<file path="src/rtl/ddma_multichannel.sv">
// Multichannel DDMA: NUM_CHANNELS command slots share one memory-to-NoC
// transfer engine. A round-robin arbiter picks the next pending channel. The
// engine emits a header flit holding the payload flit count, then reads one
// word at a time and serialises it into flits, least-significant flit first.
//
// Engine states:
//   state    | meaning
//   S_IDLE   | scan channels from rr_ptr for a PENDING one
//   S_HEADER | present header flit (payload flit count) until credit
//   S_READ   | one-cycle memory read request at cur_addr
//   S_WAIT   | wait for read data, latch it
//   S_SEND   | emit FPW flits of the held word, one per credited cycle
//   S_DONE   | one cycle after the last flit; channel already marked DONE
module ddma_multichannel #(
  parameter int MEMORY_BUS_WIDTH = 32,
  parameter int FLIT_WIDTH       = 16,
  parameter int NUM_CHANNELS     = 4
) (
  input  logic                          clock,
  input  logic                          reset,
  input  logic [MEMORY_BUS_WIDTH-3:0]   addr_in,
  input  logic [MEMORY_BUS_WIDTH-3:0]   nbytes_in,
  input  logic [NUM_CHANNELS-1:0]       cmd_in,
  input  logic [NUM_CHANNELS-1:0]       irq_ack_in,
  output logic [3*NUM_CHANNELS-1:0]     status_out,
  output logic [NUM_CHANNELS-1:0]       irq_out,
  output logic [MEMORY_BUS_WIDTH-3:0]   mem_addr_out,
  output logic                          mem_rd_out,
  input  logic [MEMORY_BUS_WIDTH-1:0]   mem_data_in,
  input  logic                          mem_valid_in,
  output logic [FLIT_WIDTH-1:0]         flit_out,
  output logic                          tx_out,
  input  logic                          credit_in
);

  localparam int AW    = MEMORY_BUS_WIDTH - 2;
  localparam int FPW   = MEMORY_BUS_WIDTH / FLIT_WIDTH;
  localparam int BPW   = MEMORY_BUS_WIDTH / 8;
  localparam int CW    = $clog2(NUM_CHANNELS);
  localparam int CNT_W = (FPW > 1) ? $clog2(FPW) : 1;
  localparam int PW    = 2 * MEMORY_BUS_WIDTH;

  localparam logic [2:0] ST_IDLE = 3'b000;
  localparam logic [2:0] ST_PEND = 3'b001;
  localparam logic [2:0] ST_BUSY = 3'b010;
  localparam logic [2:0] ST_DONE = 3'b011;
  localparam logic [2:0] ST_ERR  = 3'b100;

  typedef enum logic [2:0] {
    S_IDLE, S_HEADER, S_READ, S_WAIT, S_SEND, S_DONE
  } state_t;

  state_t state, state_nxt;

  logic [2:0]            ch_status [NUM_CHANNELS];
  logic [AW-1:0]         ch_addr   [NUM_CHANNELS];
  logic [AW-1:0]         ch_words  [NUM_CHANNELS];
  logic [FLIT_WIDTH-1:0] ch_plen   [NUM_CHANNELS];
  logic [NUM_CHANNELS-1:0] irq_q, irq_set;

  logic [CW-1:0]         rr_ptr, cur_ch;
  logic [AW-1:0]         cur_addr, words_left;
  logic [FLIT_WIDTH-1:0] cur_plen;
  logic [MEMORY_BUS_WIDTH-1:0] data_buf;
  logic [CNT_W-1:0]      flit_left;

  logic          acc_valid, acc_err, acc_found;
  logic [CW-1:0] acc_ch;
  logic          grant_valid, grant;
  logic [CW-1:0] grant_ch, scan_idx;
  int            scan;
  logic          done_go;

  logic [AW:0]   nb_ext, words_full;
  logic [PW-1:0] plen_full;

  // Word and flit counts of the command on the input bus; oversize payloads
  // cannot be described by a one-flit header and are rejected.
  always_comb begin
    nb_ext     = {1'b0, nbytes_in} + (AW+1)'(BPW - 1);
    words_full = nb_ext / (AW+1)'(BPW);
    plen_full  = PW'(words_full) * PW'(FPW);
    acc_err    = (nbytes_in == '0) || (plen_full > PW'({FLIT_WIDTH{1'b1}}));
  end

  // Command accept: lowest set strobe wins; dropped if that channel is in flight.
  always_comb begin
    acc_valid = 1'b0;
    acc_found = 1'b0;
    acc_ch    = '0;
    for (int i = 0; i < NUM_CHANNELS; i++) begin
      if (cmd_in[i] && !acc_found) begin
        acc_found = 1'b1;
        acc_ch    = CW'(i);
        acc_valid = (ch_status[i] != ST_PEND) && (ch_status[i] != ST_BUSY);
      end
    end
  end

  // Round-robin scan for a PENDING channel starting at rr_ptr.
  always_comb begin
    grant_valid = 1'b0;
    grant_ch    = '0;
    scan        = 0;
    scan_idx    = '0;
    for (int k = 0; k < NUM_CHANNELS; k++) begin
      scan = int'(rr_ptr) + k;
      if (scan >= NUM_CHANNELS) scan = scan - NUM_CHANNELS;
      scan_idx = CW'(scan);
      if (!grant_valid && ch_status[scan_idx] == ST_PEND) begin
        grant_valid = 1'b1;
        grant_ch    = scan_idx;
      end
    end
  end

  assign grant   = (state == S_IDLE) && grant_valid;
  assign done_go = (state == S_SEND) && credit_in && (flit_left == '0)
                   && (words_left == AW'(1));

  // Engine state register.
  always_ff @(posedge clock) begin
    if (reset) state <= S_IDLE;
    else       state <= state_nxt;
  end

  // Engine next-state and Moore outputs.
  always_comb begin
    state_nxt    = state;
    tx_out       = 1'b0;
    mem_rd_out   = 1'b0;
    flit_out     = '0;
    mem_addr_out = '0;
    case (state)
      S_IDLE:   if (grant_valid) state_nxt = S_HEADER;
      S_HEADER: begin
        tx_out   = 1'b1;
        flit_out = cur_plen;
        if (credit_in) state_nxt = S_READ;
      end
      S_READ: begin
        mem_rd_out   = 1'b1;
        mem_addr_out = cur_addr;
        state_nxt    = S_WAIT;
      end
      S_WAIT:   if (mem_valid_in) state_nxt = S_SEND;
      S_SEND: begin
        tx_out   = 1'b1;
        flit_out = data_buf[FLIT_WIDTH-1:0];
        if (credit_in && flit_left == '0)
          state_nxt = (words_left == AW'(1)) ? S_DONE : S_READ;
      end
      S_DONE:   state_nxt = S_IDLE;
      default:  state_nxt = S_IDLE;
    endcase
  end

  // Engine datapath: grant capture, address walk, word buffer and flit counter.
  always_ff @(posedge clock) begin
    if (reset) begin
      rr_ptr     <= '0;
      cur_ch     <= '0;
      cur_addr   <= '0;
      words_left <= '0;
      cur_plen   <= '0;
      data_buf   <= '0;
      flit_left  <= '0;
    end else begin
      case (state)
        S_IDLE: if (grant_valid) begin
          cur_ch     <= grant_ch;
          cur_addr   <= ch_addr[grant_ch];
          words_left <= ch_words[grant_ch];
          cur_plen   <= ch_plen[grant_ch];
          rr_ptr     <= (grant_ch == CW'(NUM_CHANNELS - 1)) ? '0 : grant_ch + CW'(1);
        end
        S_READ: cur_addr <= cur_addr + AW'(1);
        S_WAIT: if (mem_valid_in) begin
          data_buf  <= mem_data_in;
          flit_left <= CNT_W'(FPW - 1);
        end
        S_SEND: if (credit_in) begin
          data_buf  <= data_buf >> FLIT_WIDTH;
          flit_left <= flit_left - CNT_W'(1);
          if (flit_left == '0) words_left <= words_left - AW'(1);
        end
        default: ;
      endcase
    end
  end

  // Per-channel command slots and status; accept, grant and completion never
  // target the same channel in one cycle because they require distinct states.
  always_ff @(posedge clock) begin
    if (reset) begin
      for (int i = 0; i < NUM_CHANNELS; i++) begin
        ch_status[i] <= ST_IDLE;
        ch_addr[i]   <= '0;
        ch_words[i]  <= '0;
        ch_plen[i]   <= '0;
      end
    end else begin
      for (int i = 0; i < NUM_CHANNELS; i++) begin
        if (acc_valid && acc_ch == CW'(i)) begin
          ch_status[i] <= acc_err ? ST_ERR : ST_PEND;
          ch_addr[i]   <= addr_in;
          ch_words[i]  <= words_full[AW-1:0];
          ch_plen[i]   <= plen_full[FLIT_WIDTH-1:0];
        end else if (grant && grant_ch == CW'(i)) begin
          ch_status[i] <= ST_BUSY;
        end else if (done_go && cur_ch == CW'(i)) begin
          ch_status[i] <= ST_DONE;
        end
      end
    end
  end

  // Interrupt sources: rejected command or transfer completion.
  always_comb begin
    irq_set = '0;
    for (int i = 0; i < NUM_CHANNELS; i++)
      irq_set[i] = (acc_valid && acc_err && acc_ch == CW'(i)) ||
                   (done_go && cur_ch == CW'(i));
  end

  // Interrupt flags: ack clears, a simultaneous set wins.
  always_ff @(posedge clock) begin
    if (reset) irq_q <= '0;
    else       irq_q <= (irq_q & ~irq_ack_in) | irq_set;
  end

  assign irq_out = irq_q;

  // Pack per-channel status codes onto the flat status bus.
  always_comb begin
    status_out = '0;
    for (int i = 0; i < NUM_CHANNELS; i++) status_out[3*i +: 3] = ch_status[i];
  end

endmodule

</file>
<file path="config.mk">
export PLATFORM = sky130hd
export DESIGN_NAME = ddma_multichannel
export DESIGN_NICKNAME = d
export VERILOG_FILES = /design/src/rtl/ddma_multichannel.sv
export SDC_FILE = /design/constraint.sdc
export NUM_CORES = 1
export LEC_CHECK = 0
export BUFFER_PORTS_ARGS = -buffer_cell sky130_fd_sc_hd__buf_4
export CAP_MARGIN = 20
export CORE_MARGIN = 2
export CORE_UTILIZATION = 45
export CTS_BUF_LIST = sky130_fd_sc_hd__clkbuf_8 sky130_fd_sc_hd__clkbuf_16
export DETAILED_ROUTE_END_ITERATION = 7
export PLACE_DENSITY = 0.72
export SLEW_MARGIN = 10
export SYNTH_ARGS = -nofsm -noshare
export SYNTH_HDL_FRONTEND = slang
export SYNTH_SLANG_ARGS = --single-unit
</file>
<file path="constraint.sdc">
create_clock -name clock -period 3.8 [get_ports clock]
set_input_delay 0.19 -clock clock [delete_from_list [all_inputs] [get_ports clock]]
set_output_delay 0.19 -clock clock [all_outputs]
set_load 0.01 [all_outputs]
</file>
Word level (Yosys, flattened, before mapping)
Memory sizes are Yosys's and may differ from the RTL's. A register that Yosys moved wholly into a read port is not among the register bits.
Index checks and enable logic that the tools add are counted.
{ "totals": {"ff_bits": 120, "ram_bits": 308, "memories": 4} }
{ "mem_list": {"columns": ["memory", "depth", "width", "rd", "rd_clocked_by_memory_dff", "write_ports", "line", "source"], "rows": [
  ["ch_addr", 4, 30, 1, 0, 4, "56", "logic [AW-1:0] ch_addr [NUM_CHANNELS];"],
  ["ch_words", 4, 29, 1, 0, 4, "57", "logic [AW-1:0] ch_words [NUM_CHANNELS];"],
  ["ch_plen", 4, 15, 1, 1, 4, "58", "logic [FLIT_WIDTH-1:0] ch_plen [NUM_CHANNELS];"],
  ["ch_status", 4, 3, 8, 0, 4, "55", "logic [2:0] ch_status [NUM_CHANNELS];"]
]} }
{ "classes": {"n_addsub": 12, "order_cmp": 5, "eq_ne": 32, "muxes": 120, "bitwise_logic": 28, "n_reduce_logical": 57} }
{ "op_table": {"columns": ["operator", "count"], "rows": [
  ["30-bit two-way mux", 9],
  ["30-bit case mux with 2 select lines", 2],
  ["29-bit two-way mux", 4],
  ["1-bit two-way mux", 66],
  ["32-bit two-way mux", 2],
  ["32-bit case mux with 2 select lines", 1],
  ["15-bit two-way mux", 4],
  ["3-bit two-way mux", 18],
  ["1-bit logical AND", 32],
  ["16-bit case mux with 2 select lines", 1],
  ["30-bit by 2-bit adder with 31-bit output (second input constant)", 1],
  ["30-bit by 1-bit adder with 30-bit output (second input constant)", 1],
  ["30-bit by 1-bit equality test with 1-bit output (second input constant)", 1],
  ["30-bit by 16-bit greater-than comparator with 1-bit output (second input constant)", 1],
  ["30-bit logical NOT", 1],
  ["30-bit by 1-bit subtractor with 30-bit output (second input constant)", 1],
  ["1-bit bitwise OR", 24],
  ["2-bit two-way mux", 11],
  ["3-bit by 1-bit equality test with 1-bit output (second input constant)", 5],
  ["3-bit case mux with 5 select lines", 1],
  ["2-bit equality test (second input constant)", 6],
  ["3-bit by 1-bit != test with 1-bit output (second input constant)", 4],
  ["3-bit by 2-bit != test with 1-bit output (second input constant)", 4],
  ["2-bit != test (second input constant)", 5],
  ["other kinds (25)", 49]
]} }

Logic depth before layout (Yosys ltp)
Gate-level depths: netlist (run 1).
An unclocked memory read counts as a cell.
{ "depth": {"ltp_word": 22, "ltp_mapped": 11, "ltp_nobuf": 9} }

Worst setup path after synthesis (run 1)
No wires, ideal clock.
{ "synth_path": {"kind": "flip-flop to flip-flop", "startpoint": "memory ch_status[3][1]", "endpoint": "memory ch_status[2][0], enable pin", "arrival_time_ns": 2.755, "required_ns": 3.520, "setup_slack_ns": 0.765, "path_stages_with_launch": 11, "synth_period_minus_slack_ns": 3.035, "path_cell_list": "edfxtp_1 > or3b_2 > mux4_2 > o211ai_1 > a31oi_1 > buf_2 > buf_4 > buf_4 > ha_1 > a21oi_1 > nand3_1"} }
{ "synth_lines": {"columns": ["item", "line"], "rows": [
  ["start, declared", "55"]
]} }

==> results of run 1 <==
[worst max-delay path, delay by kind of cell (launching register included)]
family / cells / cell delay, ns
DFF: 1 / 0.44
buffers and inverters: 1 / 0.39
muxes: 2 / 0.72
and+or+nand+nor: 3 / 0.83
AOI/OAI and AO/OA: 2 / 0.75
[power groups by stage]
stage / Combinational (mW) / Clock [mW] / Sequential [mW]
6_report: 4.34 / 4.22 / 5.60
4_1_cts: 4.29 / 4.26 / 5.58
2_1_floorplan: 2.79 / 0 / 5.48
5_1_grt: 4.67 / 4.41 / 5.68
3_3_place_gp: 4.13 / 0 / 5.63
3_5_place_dp: 4.20 / 0 / 5.66
[cell usage in the layout (no fill, tap or decap), types with 12 or more instances in the layout]
master and n:
sky130_fd_sc_hd__nand4_1 19, sky130_fd_sc_hd__nor3_1 27, sky130_fd_sc_hd__edfxtp_1 248, sky130_fd_sc_hd__a21o_1 15
sky130_fd_sc_hd__o221ai_1 25, sky130_fd_sc_hd__o21ai_0 48, sky130_fd_sc_hd__a22o_1 16, sky130_fd_sc_hd__xor2_1 19
sky130_fd_sc_hd__or3_1 12, sky130_fd_sc_hd__nand2_1 132, sky130_fd_sc_hd__nand3_1 46, sky130_fd_sc_hd__and2_1 151
sky130_fd_sc_hd__inv_1 37, sky130_fd_sc_hd__nor4_1 20, sky130_fd_sc_hd__a311oi_1 17, sky130_fd_sc_hd__nor2_1 203
sky130_fd_sc_hd__mux2i_1 117, sky130_fd_sc_hd__dfxtp_1 121, sky130_fd_sc_hd__and3_1 12, sky130_fd_sc_hd__a21oi_1 70
sky130_fd_sc_hd__clkbuf_16 41, sky130_fd_sc_hd__dlygate4sd3_1 68, sky130_fd_sc_hd__o22a_1 18, sky130_fd_sc_hd__xnor2_1 18
sky130_fd_sc_hd__o22ai_1 13, sky130_fd_sc_hd__buf_4 209
[synth_stat cells, types with 9 or more instances]
library cell               count  area, µm²
sky130_fd_sc_hd__nor3_1       27        135
sky130_fd_sc_hd__a31oi_1      10       62.6
sky130_fd_sc_hd__nand2_1     135        507
sky130_fd_sc_hd__xor2_1       19        166
sky130_fd_sc_hd__or3_1        12       75.1
sky130_fd_sc_hd__a21o_1       15        113
sky130_fd_sc_hd__o22a_1       18        158
sky130_fd_sc_hd__a22o_1       16        140
sky130_fd_sc_hd__nor4_1       20        125
sky130_fd_sc_hd__nand3_1      46        230
sky130_fd_sc_hd__a311oi_1     17        149
sky130_fd_sc_hd__a21oi_1      70        350
sky130_fd_sc_hd__xnor2_1      18        158
sky130_fd_sc_hd__o22ai_1      13       81.3
sky130_fd_sc_hd__and2_1      151        945
sky130_fd_sc_hd__clkbuf_1     82        308
sky130_fd_sc_hd__edfxtp_1    248       7450
sky130_fd_sc_hd__buf_2        10       50.1
sky130_fd_sc_hd__nand4_1      19        119
sky130_fd_sc_hd__o221ai_1     25        219
sky130_fd_sc_hd__and3_1       12       75.1
sky130_fd_sc_hd__o21ai_0      48        240
sky130_fd_sc_hd__inv_1        31        116
sky130_fd_sc_hd__nor2_1      203        762
sky130_fd_sc_hd__mux2_2        9        101
sky130_fd_sc_hd__dfxtp_1     121       2420
sky130_fd_sc_hd__mux2i_1     117       1170
[kinds of logic after synthesis]
| family | share of synthesized area, % |
|---|---|
| buf+inv | 3.00 |
| mux | 7.57 |
| compound gates | 12.2 |
| xor+xnor | 1.83 |
| flops | 55.8 |
| simple gates | 19.1 |
| fa+ha+maj | 0.495 |
[per-stage QoR]
step                      utilization [%]  instance area (µm²)  hold WS, ns
after floorplan                         -                17700        0.305
after global placement               50.7                19600        0.433
after detailed placement             50.7                19600        0.440
after CTS                            56.1                21700      0.00315
after global routing                 56.1                21700       0.0464
final                                56.1                21700       0.0118
[path summary, 6_finish.rpt]
| kind | start | end | slack [ns] | depth (start not counted) |
|---|---|---|---|---|
| worst min-delay path | irq_ack_in[2] | irq_out[2] | 0.01 | 4 |
| worst min register to register | data_buf[18] | data_buf[18] | 0.45 | 2 |
| worst max-delay path | ch_status[0][1] | cur_addr[8] | 0.47 | 8 |
| worst max register to register | ch_status[0][1] | cur_addr[8] | 0.47 | 8 |
[layout make-up]
type                    instances  area [µm²]  area share (%)
clock inverters                29         375            1.73
inverters                      31         116           0.535
well taps                     518         648            2.98
repair buffers                282        2350            10.8
multi-input cells            1154        7320            33.7
diodes                          2        5.00          0.0230
clock buffers                  43        1050            4.85
flip-flops and latches        369        9870            45.4
[layer usage]
| metal | global-route usage (%) | vias up | share of wire [%] |
|---|---|---|---|
| li1 | - | 6538 | - |
| met1 | 34.4 | 6780 | 43 |
| met2 | 37.9 | 671 | 46 |
| met3 | 4.32 | 93 | 9.0 |
| met4 | 7.33 | 0 | 2.7 |
| met5 | 0 | - | 0 |
[flip-flops by register name (all words and copies together) (netlist names), named ones only]
register / count
cur_ch: 2
ch_addr: 120
state: 3
words_left: 30
ch_plen: 14
ch_words: 102
data_buf: 32
cur_addr: 30
cur_plen: 15
flit_left: 1
ch_status: 12
irq_out: 4
rr_ptr: 2
==> out/results.txt, run 1 <==
Result of the run = complete, no violations
Setup skew after layout = 0.0274 ns
Grt total ovfl = 0
Average wire per cell in the routed design = 20.7 µm
Hold WC Path Type = input pin to register
First-pass GRT wire length = 78400 µm
Post-CTS Setup Bufs = 0
Post-synth top flop = sky130_fd_sc_hd__edfxtp_1
Synthesized flop and latch total = 369
Synth-to-Final Area Change = 22.9%
Initial antenna violation count = 2
Number of instances in the synthesized netlist = 1656
Required arrival time at the worst endpoint = 4.18 ns
Startpoint class of the critical path = register
Cell count after placement = 2286
MaxCap Viol Count = 0
Final Net Count = 1989
Cell area after technology mapping = 17700 µm²
Unique masters post-synth = 72
Clock transition time at the flip-flop clock pins of the worst setup and hold paths = 0.06 ns
Clock tree from TritonCTS = built
Fraction of power consumed by the clock network = 29.8%
HPWL Detailed = 32000 µm
DRT Wirelength = 50300 µm
Switching power as a share of total power = 34.2%
Power, Total = 14.2 mW
Max Fclk = 300 MHz
Net switching power figure = 4.84 mW
Final count of hold timing violations = 0
Final critical-path share of the clock period = 87.7%
Post-route ant nets = 0
Filler cells = 3200
Max-Slew Margin vs Limit = 27.9%
Average cell area after synthesis = 10.7 µm²
Max stage delay on crit path = 0.58 ns
Cell at the slowest stage of the critical path = sky130_fd_sc_hd__mux4_2
Via-per-instance ratio = 5.80
Final setup fails = 0
Worst-Skew Late Latency = 0.55 ns
Number of DRC violations after detailed-routing iteration 0 = 1331
Starting density of the core = 45.7%
Worst slack at placement = 0.475 ns
Detailed-route DRC error count = 0
Arrival @ worst endpoint = 3.71 ns
Weighted congestion reported at the end of routability-driven placement = 0.901
Share of synthesized registers carrying an async set or reset = 0%
Slew of the pin with the lowest slew margin = 1.08 ns
Max-slew violation count = 0
Number of rows created at floorplan = 72
Overall global routing resource usage = 24.2%
EDFF count, synth = 248
CTS hold repair buffers = 68
Worst ir drop on vdd = 0.327 mV
Die X-Extent = 202 µm
Number of H-tree branching levels = 2
Number of warnings reported in the yosys synthesis log = 0
Die span in y = 202 µm
Post-cts sizing count = 0
I/O pins = 168
Port buffer count = 167
TritonCTS sink count = 369
Largest driver fanout on the critical path = 55
Logic gate share of total power = 30.6%
Core region area = 38700 µm²
CTS Buf Count = 40
Tmin final = 3.33 ns
Vias in the first global route = 13700
Setup TNS = 0 ns
Category of the worst setup path capture point = register
Internal = 9.33 mW
Sequential area share after synthesis = 55.8%
First-pass iteration count of the detailed router = 6
Chain of cells forming the critical path = nor3b_1 -> nand2_1 -> mux4_2 -> a31oi_4 -> buf_12 -> mux2i_1 -> and2_1 -> a2111oi_0
Number of non-filler instances in the completed layout = 2428
Clk root buf = sky130_fd_sc_hd__clkbuf_16
Power share of the sequential group = 39.6%
Layout cells sized above 1 = 16.2%
PnR worst setup slack = 0.466 ns
Via total after detailed routing = 14100
Power density over the cells = 652 nW/µm²
Kind of critical path = register to register
Leakage power total = 8.91 nW
Deepest clock path buffer count = 3
Overall die area = 40900 µm²
Maximum number of pins on one net before global-route repair = 88
Post-Synthesis Net Count = 1767
Unrepaired setup endpoints after global routing = false
Note: power is estimated with default switching activity, not from simulation.
==> run 2: changes to the inputs <==
--- a/config.mk
+++ b/config.mk
@@ -9,7 +9,7 @@
 export CAP_MARGIN = 20
 export CORE_MARGIN = 2
 export CORE_UTILIZATION = 45
-export CTS_BUF_LIST = sky130_fd_sc_hd__clkbuf_8 sky130_fd_sc_hd__clkbuf_16
+export CTS_BUF_LIST = sky130_fd_sc_hd__clkbuf_4 sky130_fd_sc_hd__clkbuf_8
 export DETAILED_ROUTE_END_ITERATION = 7
 export PLACE_DENSITY = 0.72
 export SLEW_MARGIN = 10
==> constraint.sdc (replaced) <==
create_clock -name clock -period 3.5 [get_ports clock]
set_input_delay 0.175 -clock clock [delete_from_list [all_inputs] [get_ports clock]]
set_output_delay 0.175 -clock clock [all_outputs]
set_load 0.01 [all_outputs]
==> out/results.txt, run 2 (synthesized netlist as in run 1, its figures left out) <==
Category of the worst setup path capture point = register
Result of the run = complete, no violations
Final critical-path share of the clock period = 91.9%
Chain of cells forming the critical path = nor4b_1 -> a2111oi_0 -> a211oi_1 -> o21bai_1 -> or4_1 -> buf_4 -> o22a_1 -> o21ai_0
First-pass GRT wire length = 78100 µm
Leakage power total = 8.93 nW
Worst setup path startpoint = ch_status[3][1]
Commonest cells after routing, fill and taps aside = sky130_fd_sc_hd__edfxtp_1, sky130_fd_sc_hd__buf_4, sky130_fd_sc_hd__nor2_1
Via-per-instance ratio = 5.74
Clock tree from TritonCTS = built
Kind of critical path = register to register
Highest signal layer in the routed design = met5
Max-Slew Margin vs Limit = 36.6%
Startpoint of the most critical register-to-register path = ch_status[3][1]
Met3 wire len = 3840 µm
Top Registers = ch_addr x120, ch_words x102, data_buf x32
Wire length the detailed router placed on met1 = 21700 µm
Max Fclk = 311 MHz
Final setup fails = 0
Hold WC Path Type = input pin to register
Deepest clock path buffer count = 3
Startpoint class of the critical path = register
Grt total ovfl = 0
Number of H-tree branching levels = 2
Starting density of the core = 45.7%
Power, Total = 14.6 mW
HPWL Detailed = 32100 µm
Power density over the cells = 671 nW/µm²
Routed wire length on met2 = 23200 µm
Port buffer count = 167
Average wire per cell in the routed design = 20.2 µm
Slew of the pin with the lowest slew margin = 0.951 ns
Required arrival time at the worst endpoint = 3.96 ns
Largest driver fanout on the critical path = 18
Detailed-route DRC error count = 0
Maximum number of pins on one net before global-route repair = 54
Cell at the slowest stage of the critical path = sky130_fd_sc_hd__or4_1
Unrepaired setup endpoints after global routing = false
Arrival @ worst endpoint = 3.68 ns
Post-route ant nets = 0
MaxCap Viol Count = 0
Utilization of the core after routing = 56.2%
Number of rows created at floorplan = 72
Max FFs per register = 120
Die span in y = 202 µm
Largest Register = ch_addr
TritonCTS sink count = 369
Cell count after placement = 2290
Final hold slack = 0.0223 ns
Max stage delay on crit path = 0.56 ns
Leading cell type in the layout, fill and taps excluded = sky130_fd_sc_hd__edfxtp_1
I/O pins = 168
Initial antenna violation count = 2
CTS Buf Count = 58
Overall die area = 40900 µm²
Clk root buf = sky130_fd_sc_hd__clkbuf_8
First-pass iteration count of the detailed router = 5
Setup TNS = 0 ns
Tmin final = 3.22 ns
Max-slew violation count = 0
Via total after detailed routing = 14300
Core region area = 38700 µm²
Die X-Extent = 202 µm
Startpoint of the most critical hold path = nbytes_in[6]
Number of non-filler instances in the completed layout = 2487
Final count of hold timing violations = 0
DRT Wirelength = 50300 µm
Worst-Skew Late Latency = 0.65 ns
Synth-to-Final Area Change = 23.0%
Weighted congestion reported at the end of routability-driven placement = 0.878
Number of DRC violations after detailed-routing iteration 0 = 1325
Clock transition time at the flip-flop clock pins of the worst setup and hold paths = 0.06 ns
Vias in the first global route = 13800
Worst ir drop on vdd = 0.341 mV
Layout cells sized above 1 = 17.6%
Overall global routing resource usage = 24.1%
Setup skew after layout = 0.0533 ns
Final Net Count = 2029
==> run 2: critical path: cells and delay by family, from the launching register on <==
family / cells / cell delay, ns
and+or+nand+nor: 2 / 1.10
buffers and inverters: 1 / 0.35
AOI/OAI and AO/OA: 5 / 1.07
DFF: 1 / 0.49
==> run 2: final cells by class <==
type | count | area (µm²)
inverters | 31 | 116
well taps | 518 | 648
multi-input cells | 1154 | 7320
diodes | 1 | 2.50
clock inverters | 28 | 164
clock buffers | 82 | 1030
fillers | 3261 | 17000
repair buffers | 304 | 2610
flip-flops and latches | 369 | 9870
==> run 2: repair_timing <==
item / in CTS / in global routing
hold buffers: 85 / 0
setup buffers: 0 / 0
hold endpoints to repair: 205 / 0
gates resized for setup: 0 / 0
==> run 2: metrics by stage <==
step	area, µm²	worst slack, ns
6_report	21800	0.282
5_1_grt	21800	0.0713
4_1_cts	21700	0.302
3_5_place_dp	19700	0.350
3_3_place_gp	19700	0.372
2_1_floorplan	17700	0.465
==> run 2: path summary, 6_finish.rpt <==
path | endpoint | slack [ns] | cells past startpoint
setup / recovery | words_left[19] | 0.28 | 8
hold / removal | ch_words[2][4] | 0.02 | 3
setup reg to reg | words_left[19] | 0.28 | 8
hold reg to reg | data_buf[26] | 0.45 | 2
==> run 2: layer usage <==
metal	vias up	global-route usage, %
met5	-	0
met4	2	8.52
met3	110	3.55
met2	661	38.1
met1	6874	34.0
li1	6626	-
==> run 2: where the power goes <==
group	leakage (nW)	total, mW	internal, mW	switching (mW)
Combinational	4.70	4.78	1.89	2.89
Clock	0.630	3.72	1.98	1.74
Sequential	3.61	6.10	5.47	0.630
==> run 3: changes to the inputs <==
--- a/config.mk
+++ b/config.mk
@@ -6,12 +6,11 @@
 export NUM_CORES = 1
 export LEC_CHECK = 0
 export BUFFER_PORTS_ARGS = -buffer_cell sky130_fd_sc_hd__buf_4
-export CAP_MARGIN = 20
 export CORE_MARGIN = 2
-export CORE_UTILIZATION = 45
+export CORE_UTILIZATION = 58
 export CTS_BUF_LIST = sky130_fd_sc_hd__clkbuf_4 sky130_fd_sc_hd__clkbuf_8
 export DETAILED_ROUTE_END_ITERATION = 7
-export PLACE_DENSITY = 0.72
+export PLACE_DENSITY = 0.87
 export SLEW_MARGIN = 10
 export SYNTH_ARGS = -nofsm -noshare
 export SYNTH_HDL_FRONTEND = slang
==> out/results.txt, run 3 (synthesized netlist as in run 1, its figures left out) <==
Synth-to-Final Area Change = 21.4%
Result of the run = complete, no violations
Setup skew after layout = 0.0231 ns
Worst ir drop on vdd = 0.332 mV
Tmin final = 3.13 ns
Initial antenna violation count = 0
Utilization of the core after routing = 71.9%
Final critical-path share of the clock period = 89.4%
Setup TNS = 0 ns
Largest driver fanout on the critical path = 24
Worst-Skew Late Latency = 0.59 ns
Number of DRC violations after detailed-routing iteration 0 = 1781
Post-route ant nets = 0
Overall global routing resource usage = 31.1%
MaxCap Viol Count = 0
Clock transition time at the flip-flop clock pins of the worst setup and hold paths = 0.07 ns
Filler cells = 1911
Post-CTS Setup Bufs = 0
Final count of hold timing violations = 0
Via-per-instance ratio = 6.27
Weighted congestion reported at the end of routability-driven placement = 0.951
Deepest clock path buffer count = 3
First-pass GRT wire length = 77100 µm
Max stage delay on crit path = 0.55 ns
Hold WC Path Type = input pin to register
Commonest cells after routing, fill and taps aside = sky130_fd_sc_hd__edfxtp_1, sky130_fd_sc_hd__nor2_1, sky130_fd_sc_hd__buf_4
Maximum number of pins on one net before global-route repair = 62
Final hold slack = 0.0219 ns
FF-to-FF path depth = 9
Footprint of the multi-input gates = 7320 µm²
Average wire per cell in the routed design = 21.5 µm
Core region area = 29900 µm²
Leading cell type in the layout, fill and taps excluded = sky130_fd_sc_hd__edfxtp_1
HPWL Detailed = 30100 µm
Slew of the pin with the lowest slew margin = 1.03 ns
Area of all sequential standard cells = 9870 µm²
Number of rows created at floorplan = 63
Startpoint class of the critical path = register
Largest Register = ch_addr
TritonCTS sink count = 369
Via total after detailed routing = 14600
Power density over the cells = 691 nW/µm²
Overall die area = 31900 µm²
Final Net Count = 2005
Starting density of the core = 59.2%
Vias in the first global route = 14500
Reg2reg end = words_left[11]
Top Registers = ch_addr x120, ch_words x102, data_buf x32
Kind of critical path = register to register
First-pass iteration count of the detailed router = 6
Post-cts sizing count = 0
Unrepaired setup endpoints after global routing = false
Chain of cells forming the critical path = nor3b_2 -> nand2_1 -> mux4_2 -> a31oi_4 -> buf_12 -> buf_12 -> mux2i_1 -> nand2_1 -> and4_1
Port buffer count = 167
Max-slew violation count = 0
Arrival @ worst endpoint = 3.59 ns
Max FFs per register = 120
I/O pins = 168
Max Fclk = 319 MHz
Startpoint of the most critical hold path = nbytes_in[6]
Die X-Extent = 179 µm
Cell count after placement = 2154
Required arrival time at the worst endpoint = 3.96 ns
Category of the worst setup path capture point = register
Final setup fails = 0
ANT cells = 0
Min-Delay Endpoint = ch_words[2][4]
Die span in y = 179 µm
Leakage power total = 8.87 nW
Power, Total = 14.8 mW
Cell at the slowest stage of the critical path = sky130_fd_sc_hd__mux4_2
Clk root buf = sky130_fd_sc_hd__clkbuf_8
R2r setup slk = 0.37 ns
Layout cells sized above 1 = 17.7%
Grt total ovfl = 0
DRT Wirelength = 50000 µm
Startpoint of the most critical register-to-register path = ch_status[2][1]
WHS Path Cells = 3
Number of H-tree branching levels = 2
Crit path buf inv count = 2
Number of non-filler instances in the completed layout = 2332
Cell type group with the largest total delay on the critical path = simple AND/OR/NAND/NOR gates
Detailed-route DRC error count = 0
Clock tree from TritonCTS = built
CTS Buf Count = 57
Max-Slew Margin vs Limit = 30.9%
-- run 3: worst max-delay path by stage --
stage	start	slack (ns)	cells after the start	to
global route	ch_status[3][1]	0.17	9	ch_status[2][0]
detailed placement	ch_status[0][1]	0.40	9	cur_addr[24]
global placement	ch_status[3][1]	0.49	9	ch_status[2][2]
finish	ch_status[2][1]	0.37	9	words_left[11]
floorplan	ch_status[3][1]	0.46	10	ch_status[2][0]
CTS	ch_status[3][1]	0.41	9	ch_status[2][0]
-- run 3: cell type report --
type,instances,share of cell area (%)
clock inverters,25,1.17
inverters,31,0.542
clock buffers,82,4.73
flip-flops and latches,369,45.9
repair buffers,281,11.3
well taps,390,2.27
multi-input cells,1154,34.1
-- run 3: power by group --
part	switching (mW)	total [mW]	internal, mW
combinational	2.93	4.81	1.88
sequential	0.637	6.10	5.47
clock	1.69	3.94	2.24
-- run 3: timing repair --
action | CTS | global route
endpoints found under the setup margin | 0 | 0
hold endpoints to repair | 162 | 0
hold buffers | 71 | 0
-- run 3: tightest hold or removal path: cells and delay by family --
family,cells,cell delay (ns)
xor gates and xnor gates,1,0.12
buffers and inverters,1,0.11
and+or+nand+nor,1,0.09
-- run 3: per-layer routing --
layer / global-route usage, % / part of all wire [%] / vias up
met1: 41.3 / 39 / 7016
met5: 0 / 0 / -
li1: - / - / 6578
met4: 13.9 / 3.7 / 0
met2: 50.7 / 47 / 878
met3: 5.11 / 9.9 / 149
-- run 3: metrics by stage --
step	setup WS [ns]	cell area, µm²
3_3_place_gp	0.494	19500
4_1_cts	0.408	21500
6_report	0.370	21500
3_5_place_dp	0.405	19500
2_1_floorplan	0.465	17700
5_1_grt	0.169	21500
